===== config.mk =====
export PLATFORM = sky130hd
export DESIGN_NAME = instr_encoder
export DESIGN_NICKNAME = d
export VERILOG_FILES = /design/src/rtl/encoder_pkg.sv /design/src/rtl/instr_pack.sv /design/src/rtl/instr_encoder.sv
export SDC_FILE = /design/constraint.sdc
export NUM_CORES = 1
export LEC_CHECK = 0
export BUFFER_PORTS_ARGS = -buffer_cell sky130_fd_sc_hd__buf_2
export CORE_UTILIZATION = 40
export DETAILED_ROUTE_END_ITERATION = 6
export GPL_ROUTABILITY_DRIVEN = 0
export HOLD_SLACK_MARGIN = 0.12
export PLACE_DENSITY_LB_ADDON = 0.15
export SLEW_MARGIN = 20
export SYNTH_ARGS = -nofsm -noshare
export SYNTH_HDL_FRONTEND = slang
export SYNTH_HIERARCHICAL = 1
export SYNTH_SLANG_ARGS = --single-unit

===== constraint.sdc =====
create_clock -name clk -period 2.17 [get_ports clk]
set_input_delay 0.5425 -clock clk [delete_from_list [all_inputs] [get_ports clk]]
set_output_delay 0.5425 -clock clk [all_outputs]
set_load 0.005 [all_outputs]

===== src/rtl/encoder_pkg.sv =====
// Shared definitions for the RV32I instruction encoder: request op codes,
// base opcodes and funct fields (common with the controller's decode),
// encoder FSM states and immediate range helpers.
package encoder_pkg;

  // Symbolic operations accepted on the request port; other codes are rejected.
  typedef enum logic [3:0] {
    OP_ADD  = 4'd0,
    OP_SUB  = 4'd1,
    OP_AND  = 4'd2,
    OP_OR   = 4'd3,
    OP_ADDI = 4'd4,
    OP_LW   = 4'd5,
    OP_SW   = 4'd6,
    OP_BEQ  = 4'd7,
    OP_LUI  = 4'd8
  } op_e;

  // Base opcodes, bits [6:0] of the instruction word.
  localparam logic [6:0] OPC_OP     = 7'b0110011;
  localparam logic [6:0] OPC_OP_IMM = 7'b0010011;
  localparam logic [6:0] OPC_LOAD   = 7'b0000011;
  localparam logic [6:0] OPC_STORE  = 7'b0100011;
  localparam logic [6:0] OPC_BRANCH = 7'b1100011;
  localparam logic [6:0] OPC_LUI    = 7'b0110111;

  // funct3 values, bits [14:12].
  localparam logic [2:0] F3_ADD_SUB = 3'b000;
  localparam logic [2:0] F3_AND     = 3'b111;
  localparam logic [2:0] F3_OR      = 3'b110;
  localparam logic [2:0] F3_ADDI    = 3'b000;
  localparam logic [2:0] F3_LW      = 3'b010;
  localparam logic [2:0] F3_SW      = 3'b010;
  localparam logic [2:0] F3_BEQ     = 3'b000;

  // funct7 values, bits [31:25].
  localparam logic [6:0] F7_BASE = 7'b0000000;
  localparam logic [6:0] F7_SUB  = 7'b0100000;

  typedef enum logic [1:0] {
    ST_IDLE = 2'd0,
    ST_RUN  = 2'd1,
    ST_DONE = 2'd2
  } state_e;

  // True when imm is representable as a signed 12-bit value (-2048..2047).
  function automatic logic fits_imm12(input logic [31:0] imm);
    return (imm[31:11] == {21{imm[11]}});
  endfunction

  // True when imm is a legal branch offset: signed 13-bit and even (-4096..4094).
  function automatic logic fits_bimm(input logic [31:0] imm);
    return (imm[31:12] == {20{imm[12]}}) && !imm[0];
  endfunction

endpackage


===== src/rtl/instr_pack.sv =====
// Combinational packer: symbolic op plus register/immediate fields in,
// 32-bit RV32I word and an illegal flag out. Fields an op does not use
// are simply not placed in the word.
module instr_pack
  import encoder_pkg::*;
(
  input  logic [3:0]  op,
  input  logic [4:0]  rd,
  input  logic [4:0]  rs1,
  input  logic [4:0]  rs2,
  input  logic [31:0] imm,
  output logic [31:0] word,
  output logic        illegal
);

  // Select the instruction format for the op and range-check its immediate.
  always_comb begin
    word    = '0;
    illegal = 1'b0;
    case (op)
      OP_ADD:  word = {F7_BASE, rs2, rs1, F3_ADD_SUB, rd, OPC_OP};
      OP_SUB:  word = {F7_SUB,  rs2, rs1, F3_ADD_SUB, rd, OPC_OP};
      OP_AND:  word = {F7_BASE, rs2, rs1, F3_AND,     rd, OPC_OP};
      OP_OR:   word = {F7_BASE, rs2, rs1, F3_OR,      rd, OPC_OP};
      OP_ADDI: begin
        word    = {imm[11:0], rs1, F3_ADDI, rd, OPC_OP_IMM};
        illegal = !fits_imm12(imm);
      end
      OP_LW: begin
        word    = {imm[11:0], rs1, F3_LW, rd, OPC_LOAD};
        illegal = !fits_imm12(imm);
      end
      OP_SW: begin
        word    = {imm[11:5], rs2, rs1, F3_SW, imm[4:0], OPC_STORE};
        illegal = !fits_imm12(imm);
      end
      OP_BEQ: begin
        // B-type scatters the offset; bit 0 is implicit and must be zero.
        word    = {imm[12], imm[10:5], rs2, rs1, F3_BEQ, imm[4:1], imm[11], OPC_BRANCH};
        illegal = !fits_bimm(imm);
      end
      OP_LUI:  word = {imm[31:12], rd, OPC_LUI};
      default: illegal = 1'b1;
    endcase
  end

endmodule


===== src/rtl/instr_encoder.sv =====
// Instruction encoder: accepts symbolic requests, packs them into RV32I
// words and streams them into instruction memory at consecutive word
// addresses. One-entry output register gives full throughput while the
// memory keeps wr_ready high.
//
// state   | meaning
// --------+-----------------------------------------------------------
// ST_IDLE | after reset, waiting for start
// ST_RUN  | accepting requests; drain flag set once req_last accepted
// ST_DONE | program fully written, waiting for next start
module instr_encoder
  import encoder_pkg::*;
#(
  parameter int ADDR_W = 10,
  parameter int CNT_W  = 8
) (
  input  logic              clk,
  input  logic              reset_n,
  input  logic              start,
  input  logic [ADDR_W-1:0] base_addr,
  input  logic              req_valid,
  output logic              req_ready,
  input  logic [3:0]        req_op,
  input  logic [4:0]        req_rd,
  input  logic [4:0]        req_rs1,
  input  logic [4:0]        req_rs2,
  input  logic [31:0]       req_imm,
  input  logic              req_last,
  output logic              wr_valid,
  input  logic              wr_ready,
  output logic [ADDR_W-1:0] wr_addr,
  output logic [31:0]       wr_data,
  output logic              done,
  output logic              err,
  output logic [CNT_W-1:0]  err_count
);

  state_e            state_q, state_d;
  logic              drain_q, drain_d;
  logic              wr_valid_q, wr_valid_d;
  logic [ADDR_W-1:0] wr_addr_q, wr_addr_d;
  logic [31:0]       wr_data_q, wr_data_d;
  logic              err_q, err_d;
  logic [CNT_W-1:0]  err_count_q, err_count_d;

  logic [31:0]       pack_word;
  logic              pack_illegal;
  logic              accept;
  logic              wr_fire;

  instr_pack u_pack (
    .op      (req_op),
    .rd      (req_rd),
    .rs1     (req_rs1),
    .rs2     (req_rs2),
    .imm     (req_imm),
    .word    (pack_word),
    .illegal (pack_illegal)
  );

  // A request may enter whenever the output register is empty or emptying this cycle.
  always_comb begin
    req_ready = (state_q == ST_RUN) && !drain_q && (!wr_valid_q || wr_ready);
    accept    = req_valid && req_ready;
    wr_fire   = wr_valid_q && wr_ready;
  end

  // Next-state and datapath update: write completion first, then a new acceptance may reload.
  always_comb begin
    state_d     = state_q;
    drain_d     = drain_q;
    wr_valid_d  = wr_valid_q;
    wr_addr_d   = wr_addr_q;
    wr_data_d   = wr_data_q;
    err_d       = 1'b0;
    err_count_d = err_count_q;

    if (wr_fire) begin
      wr_valid_d = 1'b0;
      wr_addr_d  = wr_addr_q + ADDR_W'(4);
    end

    case (state_q)
      ST_IDLE, ST_DONE: begin
        if (start) begin
          state_d     = ST_RUN;
          drain_d     = 1'b0;
          wr_addr_d   = base_addr & ~ADDR_W'(3);
          err_count_d = '0;
        end
      end
      ST_RUN: begin
        if (accept) begin
          if (pack_illegal) begin
            err_d = 1'b1;
            if (err_count_q != {CNT_W{1'b1}}) begin
              err_count_d = err_count_q + CNT_W'(1);
            end
          end else begin
            wr_valid_d = 1'b1;
            wr_data_d  = pack_word;
          end
          if (req_last) begin
            drain_d = 1'b1;
          end
        end
        // Finish on the same edge the last word leaves, so done follows the final handshake.
        if (drain_d && !wr_valid_d) begin
          state_d = ST_DONE;
        end
      end
      default: state_d = ST_IDLE;
    endcase
  end

  // State and output registers; reset discards any in-flight word.
  always_ff @(posedge clk or negedge reset_n) begin
    if (!reset_n) begin
      state_q     <= ST_IDLE;
      drain_q     <= 1'b0;
      wr_valid_q  <= 1'b0;
      wr_addr_q   <= '0;
      wr_data_q   <= '0;
      err_q       <= 1'b0;
      err_count_q <= '0;
    end else begin
      state_q     <= state_d;
      drain_q     <= drain_d;
      wr_valid_q  <= wr_valid_d;
      wr_addr_q   <= wr_addr_d;
      wr_data_q   <= wr_data_d;
      err_q       <= err_d;
      err_count_q <= err_count_d;
    end
  end

  assign wr_valid  = wr_valid_q;
  assign wr_addr   = wr_addr_q;
  assign wr_data   = wr_data_q;
  assign err       = err_q;
  assign err_count = err_count_q;
  assign done      = (state_q == ST_DONE);

endmodule


==> summary.txt <==
Die ar. - 0.00811 sq mm
Worst Setup End Kind - flop
fmax - 427 MHz
Post-Synth Adder-Cell Area - 0.807%
DR WL/cell - 14.9 um
CTS max path bufs - 2
Initial Util - 42.1%
commonest non-fill, non-tap cell in the layout - buf_2
Worst-Margin Slew - 0.689 ns
H-Tree Level Count - 2
post-synthesis simple-gate area fraction - 18.8%
Clock Sinks - 53
YS warnings - 6
Finish-stage setup viols - 41
critical path's most frequent cell - nand3_1
synth unique cells - 58
Placeable Area - 0.00737 sq mm
cell taking the most area after synthesis - dfrtp_1
gr usage total - 20.8%
largest net degree at the start of global routing - 54
later-pin clock latency in the skew report - 0.31 ns
Max-Cap Viols - 0
Synth area leaders - dfrtp_1 (43%), mux2_1 (11%), nand2_1 (3.9%), o21ai_0 (2.6%), inv_1 (2.3%)
CTS buffer count - 5
pwr/cell area - 875 mW/mm^2
CP required - 2.36 ns
initial antenna violation count - 0
RSZ-0062 raised after global routing - yes
post-synthesis sequential area ratio - 42.8%
Post-CTS Hold Fix Bufs - 0
Synth top area share - 42.8%
vias in the first global route - 2733
WP data arrival - 2.53 ns
first-pass GRT wire length - 13.4 mm
# IOs - 121
Synth async-reset ratio - 100%
multiplexer area fraction after synthesis - 13.0%
fillers - 653
largest family of logic cells by synthesized area - simple AND/OR/NAND/NOR gates
register area - 0.00133 sq mm
Worst Setup Start Kind - input pin
Slew Limit Fails - 0
Min-Delay Path Class - in2async
clock skew - 0.00867 ns
Root Buffer - clkbuf_8
commonest non-fill, non-tap cells in the layout - buf_2 (110), dfrtp_1 (53), buf_4 (44)
CP Cell Sequence - buf_6, or4_4, nor2_4, nand3_1, a31oi_1, nand3_1, and3b_2, buf_12, mux2_1
final WL - 8.35 mm
violated checks - negative setup slack
vias per inst - 5.17
Port Buffers - 116
mapped cell area - 0.00310 sq mm
Post-Syn Instances - 307
Post-DRT Antenna Nets - 0
Die Wd - 90.1 um
Leakage Power - 2.22 nW
slew margin rel. - 54.1%
VDD IR max - 0.442 mV
slowest library cell on the worst path - or4_4
Avg Cell Area, Syn - 10.1 sq um
drt pass-1 iters - 5
CP Buf/Inv Count - 2
min cycle time layout - 2.34 ns
maximum fanout along the worst path - 19
outcome - complete, but fails checks
footprint of the multi-input gates - 0.00179 sq mm
XOR/XNOR share of the synthesized area - 2.26%
Synth Flop Type - dfrtp_1
vias - 2903
share of layout cells above drive strength 1 - 50.5%
# DRC - 0
DIE HEIGHT - 90.1 um
fin nets - 531
Clk pin slew, worst setup/hold paths - 0.09 ns
Hold Slack - 0.354 ns
row cnt - 31
Fin. Hold Viols - 0
First DRT Iteration DRCs - 115
GRT overflow - 0
CP delay by family, top - simple AND/OR/NAND/NOR gates
setup total negative slack - -5.65 ns
Post-synth EDFFs - 0
Antenna diodes - 0
CTS tree - done
slack of the critical path - -0.172 ns
Synth Register Bits - 53
Crit Path Class - in2reg
Post-DP HPWL - 6.30 mm
Synth Area in Compound Gates - 15.9%
Final Cycle Share - 108%
Layout area overhead - 43.5%
slowest stage delay, CP - 0.54 ns
sequential cells by signal, summed over array words and instances (netlist names):
register   flops
wr_data       32
err_count      8
err            1
wr_valid       1
drain_q        1
state_q        2
wr_addr        8
per-stage QoR:
| step | setup slack [ns] | power, mW | cell area (sq um) | cells | util (%) |
|---|---|---|---|---|---|
| after floorplan | -0.282 | 2.36 | 3170 | 308 | - |
| after CTS | -0.156 | 3.82 | 4360 | 562 | 59.2 |
| after global placement | -0.543 | 3.03 | 4090 | 551 | 55.5 |
| after detailed placement | -0.604 | 3.07 | 4090 | 551 | 55.5 |
| after global routing | -0.264 | 4.17 | 4450 | 562 | 60.4 |
| final | -0.172 | 3.89 | 4450 | 562 | 60.4 |
timing repair:
action | in CTS | in global routing
pin swaps | 3 | 2
setup buffers | 3 | 0
resized for setup | 35 | 21
endpoints found under the setup margin | 41 | 43
cells in the mapped netlist (all sizes together) (3+ instances only):
master   instances
xnor2            5
nand4            6
nor3             8
nand2b           3
nor4             6
and2b            3
a21oi            6
xor2             3
inv             19
nor2b            8
o21ai           24
a31oi            5
o31ai            3
dfrtp           53
o21a             3
buf             16
nor2            10
a2bb2oi          3
or3              3
or4              4
nand3            9
mux2            34
a222oi           5
a22o            10
nand2           32
area by class of cell:
| type | instances | share of cell area (%) |
|---|---|---|
| Multi-Input combinational cell | 218 | 40.2 |
| Sequential cell | 53 | 29.8 |
| Timing Repair Buffer | 165 | 23.1 |
| Tap cell | 99 | 2.78 |
| Inverter | 19 | 1.66 |
| Clock buffer | 6 | 1.63 |
| Clock inverter | 2 | 0.872 |
path summary, 6_finish.rpt:
path	start	to	slack, ns	depth (start not counted)
max	req_imm[27]	wr_data[29]	-0.17	9
max in group asynchronous	reset_n	wr_data[7]	1.36	2
max reg2reg	wr_valid	wr_data[29]	0.38	5
min	reset_n	wr_data[0]	0.35	2
min reg2reg	wr_data[0]	wr_data[0]	0.49	1
min in group clk	base_addr[7]	wr_addr[7]	0.43	3
worst register-to-register path, delay by kind of cell (launching register included):
| kind | cells | cell delay (ns) |
|---|---|---|
| buf+inv | 1 | 0.17 |
| mux | 1 | 0.34 |
| simple gates | 3 | 0.71 |
| flops | 1 | 0.44 |
report_power, final:
part / internal, mW / total [mW] / switching [mW]
clock network: 0.347 / 0.682 / 0.335
logic: 0.876 / 1.55 / 0.670
registers: 1.37 / 1.67 / 0.293
cells by family after synthesis:
family | Yosys count
AND/OR/NAND/NOR | 102
flip-flops | 53
buffers and inverters | 37
adder cells (fa/ha/maj) | 2
XOR/XNOR | 8
multiplexers | 36
AO/OA/AOI/OAI | 67
other | 2
metal layers:
layer	vias up	GRT usage, %	share of wire [%]
met5	-	0	0
met4	0	6.85	2.0
met3	13	4.74	8.2
met2	119	31.6	43
met1	1358	29.2	47
li1	1413	-	-
Note: power is estimated with default switching activity, not from simulation.
